## config.mk

```make
export PLATFORM = sky130hd
export DESIGN_NAME = wb_bus_arbiter
export DESIGN_NICKNAME = d
export VERILOG_FILES = /design/src/rtl/wb_bus_arbiter.sv
export SDC_FILE = /design/constraint.sdc
export NUM_CORES = 1
export LEC_CHECK = 0
export CORE_MARGIN = 2
export CORE_UTILIZATION = 45
export CTS_CLUSTER_SIZE = 40
export DETAILED_ROUTE_END_ITERATION = 7
export PLACE_DENSITY = 0.92
export REMOVE_ABC_BUFFERS = 1
export SETUP_SLACK_MARGIN = 0.05
export SLEW_MARGIN = 20
export SYNTH_ARGS = -nofsm -noshare
export SYNTH_HDL_FRONTEND = slang
export SYNTH_SLANG_ARGS = --single-unit
```

## constraint.sdc

```tcl
create_clock -name Clk -period 3.17 [get_ports Clk]
set_input_delay 0.4755 -clock Clk [delete_from_list [all_inputs] [get_ports Clk]]
set_output_delay 0.4755 -clock Clk [all_outputs]
set_load 0.01 [all_outputs]
```

## src/rtl/wb_bus_arbiter.sv

```systemverilog
// Two-source round-robin write-back arbiter.
// Selects between source A and source B and registers the chosen word into a
// single output stage with a valid/ready handshake. Tracks per-source
// transfer counts that saturate rather than wrap.
module wb_bus_arbiter #(
    parameter int DATA_WIDTH = 32,
    parameter int CNT_WIDTH  = 16
) (
    input  logic                  Clk,
    input  logic                  Reset,
    input  logic [DATA_WIDTH-1:0] InA,
    input  logic                  ValidA,
    output logic                  ReadyA,
    input  logic [DATA_WIDTH-1:0] InB,
    input  logic                  ValidB,
    output logic                  ReadyB,
    output logic [DATA_WIDTH-1:0] Out,
    output logic                  OutValid,
    input  logic                  OutReady,
    output logic                  OutSel,
    output logic [CNT_WIDTH-1:0]  CntA,
    output logic [CNT_WIDTH-1:0]  CntB
);

    // PRI_A: A wins a tie; PRI_B: B wins a tie.
    typedef enum logic {
        PRI_A = 1'b0,
        PRI_B = 1'b1
    } pri_t;

    pri_t state;

    logic load;
    logic grant_a;
    logic grant_b;
    logic xfer_a;
    logic xfer_b;
    logic drain;

    // Counter increment that sticks at all-ones instead of wrapping.
    function automatic logic [CNT_WIDTH-1:0] sat_inc(input logic [CNT_WIDTH-1:0] v);
        logic [CNT_WIDTH-1:0] r;
        r = (&v) ? v : v + 1'b1;
        return r;
    endfunction

    // Grant and handshake decode; uses only valids, priority state and the
    // output stage occupancy, never the data words. Ready is forced low
    // while reset is held.
    always_comb begin
        load    = !OutValid || OutReady;
        grant_a = ValidA && (!ValidB || (state == PRI_A));
        grant_b = ValidB && (!ValidA || (state == PRI_B));
        ReadyA  = Reset && load && grant_a;
        ReadyB  = Reset && load && grant_b;
        xfer_a  = ValidA && ReadyA;
        xfer_b  = ValidB && ReadyB;
        drain   = OutValid && OutReady;
    end

    // Output stage, priority FSM and transfer counters. A transfer refills
    // the stage (even while it drains, giving one word per cycle); a drain
    // with no refill only clears the valid, leaving word and select intact.
    always_ff @(posedge Clk or negedge Reset) begin
        if (!Reset) begin
            Out      <= '0;
            OutValid <= 1'b0;
            OutSel   <= 1'b0;
            CntA     <= '0;
            CntB     <= '0;
            state    <= PRI_A;
        end else if (xfer_a) begin
            Out      <= InA;
            OutSel   <= 1'b0;
            OutValid <= 1'b1;
            CntA     <= sat_inc(CntA);
            state    <= PRI_B;
        end else if (xfer_b) begin
            Out      <= InB;
            OutSel   <= 1'b1;
            OutValid <= 1'b1;
            CntB     <= sat_inc(CntB);
            state    <= PRI_A;
        end else if (drain) begin
            OutValid <= 1'b0;
        end
    end

endmodule

```

Yosys cells after proc, flatten, opt, wreduce, memory -nomap -nowiden
Index checks and enable logic that the tools add are counted.

operators by class
  add/sub/neg operators = 2
  $mul = 0
  div/mod/pow operators = 0
  magnitude comparators = 0
  eq/ne operators = 0
  shift operators = 0
  muxes and demuxes = 9
  bitwise logic cells = 4
  reduce and logical (&&, ||, !) cells = 20

operators with widths
  kind                                                             number
  32-bit 2-to-1 mux                                                2
  16-bit by 1-bit adder with 16-bit output, second input constant  2
  16-bit AND reduction                                             2
  1-bit logical AND                                                8
  1-bit 2-to-1 mux                                                 7
  1-bit NOT                                                        4
  1-bit zero test                                                  3
  1-bit logical OR                                                 3
  3-bit AND reduction                                              1
  3-bit nonzero test                                               1
  2-bit AND reduction                                              1
  2-bit nonzero test                                               1

word-level totals
  register bits after elaboration = 67
  latch bits = 0
  RAM bits = 0
  bits in read-only memories = 0
  bits of input ports = 69
  word-level logic and storage cells = 41
  memories kept = 0

Depth between registers and ports, before layout
Gate-level depths: netlist (run 1).

  depth in word-level cells = 7
  depth in mapped cells = 7
  mapped depth without buffers = 6

Worst setup path after synthesis (run 1)
No wires, ideal clock.

  path type = in2out
  from = input OutReady
  to = output ReadyA
  arrival time = 1250 ps
  data required time = 2694 ps
  setup slack = 1445 ps
  stages on the path = 5
  buffers on the path = 2
  cells stage by stage = nand2b_2 -> nand4_2 -> inv_2 -> buf_4 -> buf_2

between the ends
  cells in the longest elaborated chain, start to end = 3

ends and longest elaborated chain
  item                            line  text
  start: declaration              19    input logic OutReady,
  1-bit logical OR                51    load = !OutValid || OutReady;
  1-bit logical AND (2 in a row)  54    ReadyA = Reset && load && grant_a;
  end: declaration                13    output logic ReadyA,

Every way passes these cells.

Worst setup path after layout (run 1)
Same ends and word-level chain as after synthesis.

==> results of run 1 <==
stage by stage:
| step | util [%] | cell area [um^2] | setup WS (ps) | total power, mW | hold slack, ps |
|---|---|---|---|---|---|
| floorplan | - | 2993 | 1145 | 1.589 | 179.9 |
| global placement | 67.38 | 4502 | 535.0 | 2.176 | 458.2 |
| detailed placement | 67.38 | 4502 | 533.5 | 2.218 | 461.8 |
| CTS | 70.51 | 4711 | 518.0 | 2.971 | 147.8 |
| global route | 70.51 | 4711 | 449.6 | 3.121 | 158.4 |
| finish | 70.51 | 4711 | 524.5 | 2.941 | 159.7 |
cell type report:
class	count	area [um^2]	area share (%)
inverters	3	11.26	0.2390
repair buffers	143	1409	29.91
clock buffers	11	131.4	2.789
flip-flops and latches	67	1677	35.59
clock inverters	5	77.57	1.647
multi-input cells	214	1305	27.70
well taps	80	100.1	2.125
cell families after synthesis:
logic type / Yosys count
multiplexers: 3
XOR/XNOR: 27
flip-flops: 67
AND/OR/NAND/NOR: 144
adder cells (fa/ha/maj): 2
buffers and inverters: 16
AO/OA/AOI/OAI: 38
cell usage in the layout (no fill, tap or decap), types with 7 or more instances in the layout:
cell type	instances
nand4_1	11
nand3_1	11
clkbuf_8	9
buf_4	7
xnor2_1	20
nand2_1	80
nor2_1	20
a31oi_1	7
xor2_1	7
clkdlybuf4s50_1	135
a22oi_1	26
and3_1	8
dfrtp_1	67
worst paths after layout:
path                                      start                  end  slack (ps)  cells after the start
setup / recovery                       OutReady               ReadyA         520                      5
hold / removal                            Reset   Out[9]$_DFFE_PN0P_         160                      2
setup reg to reg           OutValid$_DFFE_PN0P_  CntB[1]$_DFFE_PN0P_        1280                      6
hold reg to reg             Out[17]$_DFFE_PN0P_  Out[17]$_DFFE_PN0P_         470                      2
max in group asynchronous                 Reset  Out[19]$_DFFE_PN0P_        2450                      2
min in group Clk            Out[17]$_DFFE_PN0P_  Out[17]$_DFFE_PN0P_         470                      2
layer usage:
layer | GRT usage, % | wire length (um) | vias up
li1 | - | - | 1320
met1 | 27.42 | 3271 | 1317
met2 | 37.62 | 4053 | 105
met3 | 7.143 | 567 | 16
met4 | 9.233 | 182 | 0
met5 | 0 | 0 | -
sequential cells by signal (all words and copies together), names as in the netlist:
register  count
CntB         16
OutValid      1
Out          32
CntA         16
OutSel        1
state         1
power groups by stage:
stage               logic, mW  clock network [mW]  registers, mW
finish                  0.971               0.743           1.23
global route             1.06               0.805           1.26
CTS                     0.984               0.758           1.23
detailed placement      0.976                   0           1.24
global placement        0.949                   0           1.23
floorplan               0.278                   0           1.31
==> reports/results.tsv, run 1 <==
metric	value	unit
Cell Area, Synth	3068	um^2
H-tree level count	3	
compound-gate portion of the synthesized area	9.747	%
routed wire length per instance	15.44	um
multiplexer share of the synthesized area	1.223	%
Main synth FF type	dfrtp_1	
pwr dens	624.4	nW/um^2
clock root cell	clkbuf_8	
Max-Cap Viols	0	
sequential area share after synthesis	54.65	%
Slowest cell on crit path	clkdlybuf4s50_1	
count leader, synth	nand2_1	
Worst setup SP type	input pin	
post-placement cell count	507	
crit-path leading delay family	buffers and inverters	
RSZ-0062 raised after global routing	no	
worst path cell trace	clkdlybuf4s50_1, nand2b_2, nand4_2, inv_2, clkdlybuf4s50_1	
DIE AREA	7494	um^2
Post-Synth Simple-Gate Area	23.04	%
post-synthesis adder-cell area fraction	0.8157	%
Max VDD drop	356.4	uV
Die W	86.57	um
buffers added on ports	136	
post-CTS sizing	0	
Worst EP required	2690	ps
share of the synthesized area in the top cell type	54.65	%
synth cell count leaders	80 x nand2_1, 67 x dfrtp_1, 26 x a22oi_1	
hold_buf cts	0	
DIE HEIGHT	86.57	um
gpl congestion	0.9201	
critical path's largest stage delay	620	ps
Post-Route Skew	6.632	ps
Synth Warn #	0	
Worst Path Class, Setup	input pin to output port	
Crit. End Element	output port	
sw power	886.0	uW
Antenna Cells	0	
first-pass GRT wire length	13.12	mm
largest family of logic cells by synthesized area	simple AND/OR/NAND/NOR gates	
Final Hold Vio Count	0	
Netlist cell types	35	
Worst EP arrival	2170	ps
dpl hpwl	6.079	mm
P&R area growth vs syn	53.55	%
Nets	509	
asr flop ratio synth	100.0	%
num rows	30	
most frequent CP cell	clkdlybuf4s50_1	
drt total wl	8.074	mm
global route overflow	0	
Gate power share	33.0	%
Period minus WS final	2646	ps
I/O pins	137	
Synth Area in XOR/XNOR	7.708	%
hold crit path type	input pin to asynchronous set/reset pin	
EDFF count, synth	0	
Tot GR Track Use	22.66	%
total CTS buffers	9	
First DRT Iteration DRCs	149	
Pins Over Slew Limit	0	
clk buf depth	2	
crit-path max FO	16	
Max transition margin	57.71	%
vias in the first global route	2836	
fillcell total	493	
Post-Layout Cell Count	523	
Pre-Repair DR Iteration Count	4	
worst-margin pin slew	632.8	ps
Synth area leaders	dfrtp_1 55%, nand2_1 9.8%, a22oi_1 6.4%	
final number of setup-violating endpoints	0	
drt drc	0	
largest net degree at the start of global routing	51	
dominant cell type by area after synthesis	dfrtp_1	
Setup TNS	0	ps
sw frac	30.12	%
Reg power frac	41.7	%
Seq cells post-synth	67	
antenna violations before repair	0	
leakage power	2.084	nW
CTS sink count	67	
clock network fraction of design power	25.3	%
Pint	2.055	mW
area of the core	6681	um^2
Antenna Nets Post-Route	0	
CTS tree	yes	
number of buffers added for setup after CTS	0	
routed via count	2758	
Initial Utilization	45.92	%
ratio of final minimum period to clock period	83.45	%
Synth Area per Inst	10.33	um^2
layout cell share with drive strength beyond 1	8.126	%
Via density	5.273	
status	completed	
Clock Pin Slew Worst Setup and Hold Paths	70	ps
Peak Freq	378.0	MHz
Mapped Cells	297	
CP bufs+invs	3	
worst skew pair latency	320	ps
Power figures use the tool's default switching activity.
==> run 2, diff against run 1 <==
CORE_UTILIZATION = 38   (was 45)
PLACE_DENSITY = 0.84   (was 0.92)
clock period = 2.4 ns   (was 3.17 ns; I/O delays follow)
==> run 2 against run 1 <==
Sequential share of layout area fell by 0.71 points; worst hold slack got worse by 66 ps; clock skew is 5.7 ps higher; register-to-register slack got worse by 680 ps; flip-flop and latch count stayed put; via count is 2.2% lower; first-iteration DRC count shrank 36%; non-clock buffer count grew 3; core utilization down 8.6 points; routed wire length is 2.5% lower; setup slack lost 310 ps; clock power increased by 49%.
==> reports/results.tsv, run 2 (same netlist as run 1, synthesis figures left out) <==
metric	value	unit
buffers added on ports	136	
Worst EP arrival	1820	ps
clock root cell	clkbuf_8	
Initial Utilization	39.50	%
antenna violations before repair	0	
drt total wl	7.873	mm
status	completed	
Worst Path Class, Setup	input pin to output port	
routed wire length per instance	14.37	um
Core Util, Final	61.89	%
Die W	93.85	um
DIE AREA	8808	um^2
num rows	32	
Period minus WS final	2182	ps
Reg with most FFs	Out	
Final Hold Vio Count	0	
Worst EP required	2040	ps
Nets	512	
Post-Route Skew	12.31	ps
global route overflow	0	
Pre-Repair DR Iteration Count	5	
vias in the first global route	2777	
I/O pins	137	
Pins Over Slew Limit	0	
final number of setup-violating endpoints	0	
max reg flops	32	
total chip power	4.018	mW
Antenna Cells	0	
first-pass GRT wire length	12.97	mm
Final Cell Area	4807	um^2
Max-Cap Viols	0	
Setup TNS	0	ps
Worst setup SP type	input pin	
Antenna Nets Post-Route	0	
ratio of final minimum period to clock period	90.91	%
number of buffers added for setup after CTS	0	
Max transition margin	63.57	%
layout cell share with drive strength beyond 1	8.969	%
total CTS buffers	9	
Max VDD drop	372.8	uV
Via density	4.923	
First DRT Iteration DRCs	96	
placed cell area	4557	um^2
Crit. End Element	output port	
worst-margin pin slew	546.5	ps
drt drc	0	
crit-path max FO	4	
pwr dens	835.8	nW/um^2
clk buf depth	2	
CTS sink count	67	
Peak Freq	458.3	MHz
largest net degree at the start of global routing	45	
RSZ-0062 raised after global routing	no	
area of the core	7767	um^2
CTS tree	yes	
Hold WS	93.20	ps
most frequent cells in the layout	135 x clkdlybuf4s50_1, 80 x nand2_1, 67 x dfrtp_1	
Clock Pin Slew Worst Setup and Hold Paths	70	ps
commonest non-fill, non-tap cell in the layout	clkdlybuf4s50_1	
gpl congestion	0.8395	
Top Registers	Out (32), CntA (16), CntB (16)	
leakage power	2.116	nW
P&R area growth vs syn	56.69	%
hold crit path type	input pin to asynchronous set/reset pin	
DIE HEIGHT	93.85	um
dpl hpwl	5.981	mm
Tot GR Track Use	18.54	%
worst skew pair latency	330	ps
H-tree level count	3	
routed via count	2698	
-- run 2: cell types whose count changed in the layout (fill, tap and decap cells not counted) --
cell / previous run / this run
dlygate4sd3_1: 0 / 1
buf_12: 0 / 1
clkinv_4: 0 / 1
bufinv_16: 2 / 3
buf_4: 7 / 8
clkbuf_1: 2 / 0
-- run 2: final timing paths --
check	from	slack, ps	endpoint	depth (start not counted)
min reg2reg	Out[27]$_DFFE_PN0P_	480	Out[27]$_DFFE_PN0P_	2
min in group Clk	Out[27]$_DFFE_PN0P_	480	Out[27]$_DFFE_PN0P_	2
max reg2reg	CntA[0]$_DFFE_PN0P_	600	CntA[1]$_DFFE_PN0P_	6
min	Reset	90	state$_DFFE_PN0P_	2
max in group asynchronous	Reset	1450	CntB[6]$_DFFE_PN0P_	2
max	OutReady	220	ReadyB	5
-- run 2: final cells by class --
cell class              count  area, um^2
fillers                   656        2960
flip-flops and latches     67        1677
inverters                   3       11.26
clock buffers               9       123.9
multi-input cells         214        1305
repair buffers            146        1446
well taps                 102       127.6
clock inverters             7       116.4
-- run 2: stage by stage --
step / setup slack (ps) / cells
final: 218.2 / 548
after global routing: 179.3 / 548
after CTS: 205.3 / 548
after detailed placement: 196.1 / 531
after global placement: 206.9 / 531
after floorplan: 466.4 / 284
-- run 2: critical path, stage by stage --
cell and delay [ps]:
clkdlybuf4s50_1 490, nand2b_2 190, o2111ai_4 140, inv_2 80
clkdlybuf4s50_1 560
-- run 2: report_power, final --
| part | switching (mW) | total [mW] | leakage [nW] | internal [mW] |
|---|---|---|---|---|
| Clock | 0.424 | 1.11 | 0.119 | 0.688 |
| Sequential | 0.218 | 1.61 | 0.854 | 1.40 |
| Combinational | 0.545 | 1.29 | 1.14 | 0.747 |
-- run 2: layer usage --
metal  global-route usage (%)  up-vias  wire length (um)
li1                         -     1311                 -
met1                    22.27     1281              3200
met2                    32.80       98              4035
met3                    4.013        8               530
met4                    6.280        0               107
met5                        0        -                 0
-- run 2: timing repair --
action                                 CTS  global route
hold buffers                             1             0
gates resized for setup                  0             0
endpoints found under the hold margin    9             0
